[src/rtl/sample_dma_writer_pkg.sv]
// Shared types and defaults for the sample DMA writer.
// FSM state encoding and default bus widths used by the interface and RTL.
package sample_dma_writer_pkg;

  localparam int AW_DEFAULT = 24;
  localparam int DW_DEFAULT = 16;

  typedef enum logic [1:0] {
    ST_IDLE  = 2'd0,
    ST_FETCH = 2'd1,
    ST_REQ   = 2'd2,
    ST_WAIT  = 2'd3
  } dma_state_e;

endpackage

[src/rtl/sample_dma_writer_if.sv]
// SDRAM initiator port: request (avalid/aready) plus completion pulse (bvalid).
// The master modport is the DMA side; the slave modport is the SDRAM controller side.
interface sample_dma_writer_if
  import sample_dma_writer_pkg::*;
#(
  parameter int AW = AW_DEFAULT,
  parameter int DW = DW_DEFAULT
) ();

  logic          avalid;
  logic          aready;
  logic          awe;
  logic [AW-1:0] aaddr;
  logic [DW-1:0] adata;
  logic          bvalid;

  modport master (
    output avalid,
    output awe,
    output aaddr,
    output adata,
    input  aready,
    input  bvalid
  );

  modport slave (
    input  avalid,
    input  awe,
    input  aaddr,
    input  adata,
    output aready,
    output bvalid
  );

endinterface

[src/rtl/sample_dma_writer_ring_ptr_inc.sv]
// Circular-buffer pointer increment: ptr+1, wrapping from ring_limit back to ring_base.
// Purely combinational so it can be shared with a future SDRAM->USB reader.
module ring_ptr_inc #(
  parameter int AW = 24
) (
  input  logic [AW-1:0] ptr,
  input  logic [AW-1:0] ring_base,
  input  logic [AW-1:0] ring_limit,
  output logic [AW-1:0] nxt
);

  logic [AW-1:0] inc;

  always_comb begin
    inc = ptr + {{(AW-1){1'b0}}, 1'b1};
    nxt = (inc == ring_limit) ? ring_base : inc;
  end

endmodule

[src/rtl/sample_dma_writer.sv]
// Drains sample_fifo and writes each sample word into an SDRAM ring buffer,
// one outstanding SDRAM write at a time.
module sample_dma_writer
  import sample_dma_writer_pkg::*;
#(
  parameter int AW = AW_DEFAULT,
  parameter int DW = DW_DEFAULT
) (
  input  logic                clk,
  input  logic                rst_n,
  input  logic                enable,
  input  logic [AW-1:0]       ring_base,
  input  logic [AW-1:0]       ring_limit,
  input  logic [AW-1:0]       rd_ptr,
  output logic [AW-1:0]       wr_ptr,
  input  logic                fifo_empty,
  output logic                fifo_rd,
  input  logic [DW-1:0]       fifo_data,
  sample_dma_writer_if.master sdram,
  output logic                ring_full,
  output logic                busy,
  output logic [31:0]         words_written
);

  dma_state_e    state, state_d;
  logic          enable_q;
  logic          en_rise;
  logic          go;
  logic          avalid_q;
  logic [AW-1:0] aaddr_q;
  logic [DW-1:0] adata_q;
  logic [AW-1:0] nxt;

  ring_ptr_inc #(.AW(AW)) u_ring_ptr_inc (
    .ptr        (wr_ptr),
    .ring_base  (ring_base),
    .ring_limit (ring_limit),
    .nxt        (nxt)
  );

  assign ring_full    = (nxt == rd_ptr);
  assign busy         = (state != ST_IDLE);
  assign en_rise      = enable && !enable_q;
  // Starting needs enable seen on two consecutive cycles: the rising-edge cycle
  // reloads wr_ptr, so ring_full is only trusted from the next cycle on. The
  // registered term also keeps fifo_rd low while reset is held.
  assign go           = enable && enable_q && !fifo_empty && !ring_full;

  assign sdram.avalid = avalid_q;
  assign sdram.awe    = avalid_q;
  assign sdram.aaddr  = aaddr_q;
  assign sdram.adata  = adata_q;

  always_comb begin
    state_d = state;
    fifo_rd = 1'b0;
    unique case (state)
      ST_IDLE: begin
        if (go) begin
          fifo_rd = 1'b1;
          state_d = ST_FETCH;
        end
      end
      ST_FETCH: state_d = ST_REQ;
      ST_REQ: begin
        if (sdram.aready) state_d = ST_WAIT;
      end
      ST_WAIT: begin
        if (sdram.bvalid) state_d = ST_IDLE;
      end
      default: state_d = ST_IDLE;
    endcase
  end

  always_ff @(posedge clk or negedge rst_n) begin
    if (!rst_n) begin
      state         <= ST_IDLE;
      enable_q      <= 1'b0;
      wr_ptr        <= '0;
      avalid_q      <= 1'b0;
      aaddr_q       <= '0;
      adata_q       <= '0;
      words_written <= '0;
    end else begin
      state    <= state_d;
      enable_q <= enable;
      unique case (state)
        ST_IDLE: begin
          if (en_rise) begin
            wr_ptr        <= ring_base;
            words_written <= '0;
          end
        end
        ST_FETCH: begin
          adata_q  <= fifo_data;
          aaddr_q  <= wr_ptr;
          avalid_q <= 1'b1;
        end
        ST_REQ: begin
          if (sdram.aready) avalid_q <= 1'b0;
        end
        ST_WAIT: begin
          if (sdram.bvalid) begin
            wr_ptr        <= nxt;
            words_written <= words_written + 32'd1;
          end
        end
        default: ;
      endcase
    end
  end

endmodule
[src/flat_wrapper.sv]
// flat-port wrapper written by rule: the top's interface ports become plain ports
module sample_dma_writer_flat import sample_dma_writer_pkg::*;
#(
  parameter int AW = AW_DEFAULT,
  parameter int DW = DW_DEFAULT
)
  (clk, rst_n, enable, ring_base, ring_limit, rd_ptr, wr_ptr, fifo_empty, fifo_rd, fifo_data, ring_full, busy, words_written, sdram_avalid, sdram_awe, sdram_aaddr, sdram_adata, sdram_aready, sdram_bvalid);
  sample_dma_writer_if #(.AW(AW), .DW(DW)) sdram_i ();
  input  logic clk;
  input  logic rst_n;
  input  logic enable;
  input  logic [AW-1:0] ring_base;
  input  logic [AW-1:0] ring_limit;
  input  logic [AW-1:0] rd_ptr;
  output logic [AW-1:0] wr_ptr;
  input  logic fifo_empty;
  output logic fifo_rd;
  input  logic [DW-1:0] fifo_data;
  output logic ring_full;
  output logic busy;
  output logic [31:0] words_written;
  output wire logic [$bits(sdram_i.avalid)-1:0] sdram_avalid;
  output wire logic [$bits(sdram_i.awe)-1:0] sdram_awe;
  output wire logic [$bits(sdram_i.aaddr)-1:0] sdram_aaddr;
  output wire logic [$bits(sdram_i.adata)-1:0] sdram_adata;
  input wire logic [$bits(sdram_i.aready)-1:0] sdram_aready;
  input wire logic [$bits(sdram_i.bvalid)-1:0] sdram_bvalid;
  assign sdram_avalid = sdram_i.avalid;
  assign sdram_awe = sdram_i.awe;
  assign sdram_aaddr = sdram_i.aaddr;
  assign sdram_adata = sdram_i.adata;
  assign sdram_i.aready = sdram_aready;
  assign sdram_i.bvalid = sdram_bvalid;
  sample_dma_writer #(.AW(AW), .DW(DW)) u_core (.clk(clk), .rst_n(rst_n), .enable(enable), .ring_base(ring_base), .ring_limit(ring_limit), .rd_ptr(rd_ptr), .wr_ptr(wr_ptr), .fifo_empty(fifo_empty), .fifo_rd(fifo_rd), .fifo_data(fifo_data), .sdram(sdram_i), .ring_full(ring_full), .busy(busy), .words_written(words_written));
endmodule
[config.mk]
export PLATFORM = sky130hd
export DESIGN_NAME = sample_dma_writer_flat
export DESIGN_NICKNAME = d
export VERILOG_FILES = /design/src/rtl/sample_dma_writer_pkg.sv /design/src/rtl/sample_dma_writer_if.sv /design/src/rtl/sample_dma_writer_ring_ptr_inc.sv /design/src/rtl/sample_dma_writer.sv /design/src/flat_wrapper.sv
export SDC_FILE = /design/constraint.sdc
export NUM_CORES = 1
export LEC_CHECK = 0
export ABC_AREA = 1
export BUFFER_PORTS_ARGS = -buffer_cell sky130_fd_sc_hd__buf_2
export CAP_MARGIN = 20
export CORE_MARGIN = 8
export CORE_UTILIZATION = 50
export DETAILED_ROUTE_END_ITERATION = 12
export PLACE_DENSITY = 0.77
export SYNTH_ARGS = -nofsm -noshare
export SYNTH_HDL_FRONTEND = slang
export SYNTH_HIERARCHICAL = 1
export SYNTH_SLANG_ARGS = --single-unit
[constraint.sdc]
create_clock -name clk -period 7.8 [get_ports clk]
set_clock_uncertainty 0.2 [all_clocks]
set_input_delay 1.17 -clock clk [delete_from_list [all_inputs] [get_ports clk]]
set_output_delay 1.17 -clock clk [all_outputs]
set_load 0.05 [all_outputs]
==> results.json <==
{
  "synth_commonest_cells": "345 x nand2_1, 133 x inv_1, 100 x dfrtp_1",
  "clk_path_buf_depth": 2,
  "worstHoldPathType": "reg2reg",
  "endpoint_kind": "output port",
  "finalHoldViolCount": 0,
  "p_leak_nw": 4.55,
  "drtIter0Drc": 580,
  "synth_most_common_cell": "nand2_1",
  "yosysWarnings": 6,
  "r2r-end": "u_core/state[0]",
  "area.growth.synth_to_final_pct": 20.4,
  "grt_pass1_vias": 6889,
  "required_ns": 6.43,
  "fmax_mhz": 177,
  "r2r-start": "u_core/wr_ptr[0]",
  "yosysUniqueCellTypes": 42,
  "cts_setup_buffers": 0,
  "drv_cap": 0,
  "final_layout_size_suffix_gt1_share_pct": 25.1,
  "criticalPathCategory": "reg2out",
  "antenna_found_initial": 4,
  "seq_area_frac_synth_pct": 36.0,
  "nFillCells": 1330,
  "design.die.area_mm2": 0.0179,
  "syn_avg_cell_area_um2": 6.93,
  "synth_top_area_cell": "dfrtp_1",
  "start_util_pct": 50.6,
  "die-width_um": 134,
  "viasPerCell": 5.26,
  "coreArea_mm2": 0.0137,
  "hold_start": "u_core/sdram.adata[12]",
  "first_pass_iters": 5,
  "p_int_w": 0.00160,
  "grt_usage_pct": 23.7,
  "syn_nets": 1102,
  "rrSetupSlack_ns": 3.57,
  "route.detailed.drc": 0,
  "hold_path_depth": 1,
  "setup_viol": 0,
  "synthesis.area_mm2": 0.00694,
  "slew_viol_final": 0,
  "dp_hpwl_um": 16100,
  "drt_wl_total_um": 21300,
  "cts_resized": 0,
  "rr_worst_depth": 24,
  "combPwrFrac_pct": 60.8,
  "place.gp.congestion": 0.907,
  "final_util_pct": 60.9,
  "grt_pass1_wl_um": 34500,
  "grt_remaining_overflow": 0,
  "path_max_fanout": 24,
  "synth_top_area_share_pct": 36.0,
  "cts_tree": "built",
  "clock_latency_ns": 0.35,
  "fp-row-count": 43,
  "async_flop_share_pct": 100,
  "worst_slew_pin_slew_ns": 0.754,
  "pwr-share-seq_pct": 25.6,
  "die_y_um": 134,
  "rsz0062_at_grt": "false",
  "vias": 7241,
  "io_pins": 195,
  "grt_max_degree": 59,
  "ys_seq_elements": 100,
  "root_buffer": "clkbuf_16",
  "min_period_ns": 5.66,
  "swShare_pct": 55.0,
  "arrival_ns": 4.29,
  "synth_edf_count": 0,
  "powerDensity_mw_per_mm2": 425,
  "clkSlewWorstSetupHoldPaths_ns": 0.07,
  "fin_nets": 1288,
  "cts_buffers": 9,
  "irDropWorstVdd_mv": 0.336,
  "clock_sinks": 100,
  "slew_headroom_pct": 49.7,
  "cp-start-kind": "register",
  "synth_area_leaders": "dfrtp_1 36%, nand2_1 19%, inv_1 7.2%",
  "outcome": "complete, no violations",
  "tns_ns": 0,
  "holdPathEnd": "u_core/sdram.adata[12]",
  "portBuffers": 194,
  "wl_per_cell_um": 15.5,
  "holdBufCountCts": 0,
  "ys.flop_type": "dfrtp_1",
  "cts_htree_levels": 3,
  "postRouteAntennaNets": 0,
  "clkPwrFrac_pct": 13.6,
  "fin_crit_sh_pct": 72.6,
  "synth_cells": 1002,
  "p_switching_w": 0.00196
}
[stage by stage]
step	hold slack [ns]	instance area [µm²]	setup WS, ns	instances	power (W)
2_1_floorplan	0.290	6940	3.03	1002	0.00256
3_5_place_dp	0.290	8000	2.46	1355	0.00306
5_1_grt	0.315	8360	1.74	1375	0.00382
3_3_place_gp	0.283	8000	2.50	1355	0.00303
4_1_cts	0.307	8320	2.22	1371	0.00355
6_report	0.303	8360	2.14	1376	0.00356
[worst max-delay path, cell delays in order, from the launching register on]
cell	delay, ns
dfrtp_1	0.51
ha_1	0.26
nand2_2	0.09
nor2_4	0.20
nand2_2	0.13
nor2_4	0.14
nand3_1	0.10
nand3b_1	0.10
nand2_1	0.07
nor2_2	0.15
nand2_1	0.11
nor2_4	0.54
nand3_1	0.14
nand2_1	0.12
inv_1	0.05
nand2_1	0.05
nand2_1	0.05
nor2_1	0.17
nand2_1	0.07
nor2_1	0.23
nand3_1	0.23
nand2_1	0.14
nor2_1	0.04
buf_2	0.21
[flip-flops by register name, summed over array words and instances, names as in the netlist]
register,cells
u_core/words_written,32
u_core/sdram.aaddr,24
u_core/state,2
u_core/sdram.adata,16
u_core/wr_ptr,24
u_core/enable_q,1
u_core/sdram.avalid,1
[power groups by stage]
stage | Clock [W] | Combinational, W | Sequential [W]
6_report | 0.000483 | 0.00216 | 0.000909
5_1_grt | 0.000514 | 0.00236 | 0.000941
4_1_cts | 0.000495 | 0.00215 | 0.000910
3_5_place_dp | 0 | 0.00214 | 0.000920
3_3_place_gp | 0 | 0.00212 | 0.000908
2_1_floorplan | 0 | 0.00108 | 0.00148
[logic make-up (layout without fill, tap and decap cells)]
| family | count (synthesis) | in the layout | synth area share (%) |
|---|---|---|---|
| compound gates | 83 | 83 | 6.81 |
| xor+xnor | 10 | 10 | 1.26 |
| fa+ha+maj | 6 | 6 | 1.08 |
| buf+inv | 160 | 351 | 9.73 |
| flops | 100 | 100 | 36.0 |
| mux | 40 | 40 | 6.49 |
| other cells | 0 | 3 | 0 |
| simple gates | 603 | 603 | 38.6 |
[final cells by class]
class	instances	area, µm²	share of cell area, %
multi-input cells	742	3770	45.0
flip-flops and latches	100	2500	29.9
repair buffers	197	1020	12.2
inverters	138	523	6.26
clock buffers	12	267	3.19
well taps	180	225	2.69
clock inverters	4	53.8	0.644
diodes	3	7.51	0.0898
[per-layer routing]
metal  vias up  wire length, µm  GRT usage (%)
li1       3569                -              -
met2       284             9650           37.1
met3        31             1970           6.36
met4         4              500           9.36
met1      3353             9180           30.6
met5         -               23              0
[worst max path at each step]
stage | end | depth (start not counted) | start
detailed placement | fifo_rd | 22 | ring_limit[1]
global route | fifo_rd | 25 | u_core/wr_ptr[0]
CTS | fifo_rd | 25 | u_core/wr_ptr[0]
finish | fifo_rd | 23 | u_core/wr_ptr[0]
global placement | fifo_rd | 22 | ring_limit[1]
floorplan | fifo_rd | 21 | u_core/wr_ptr[0]
[placed cells by master (no fill, tap or decap), drive strengths merged, types with 2 or more instances in the layout]
master	instances
nand4	16
xnor2	2
dfrtp	100
nand2	357
nor3	16
a21oi	37
nor2	117
a31oi	4
ha	6
inv	138
diode	3
clkbuf	12
o21bai	2
xor2	8
a211oi	2
buf	197
clkinvlp	2
mux2	40
nand3	82
nand3b	12
o22ai	23
o21ai	13
No activity file was read; power rests on OpenSTA's default activity.
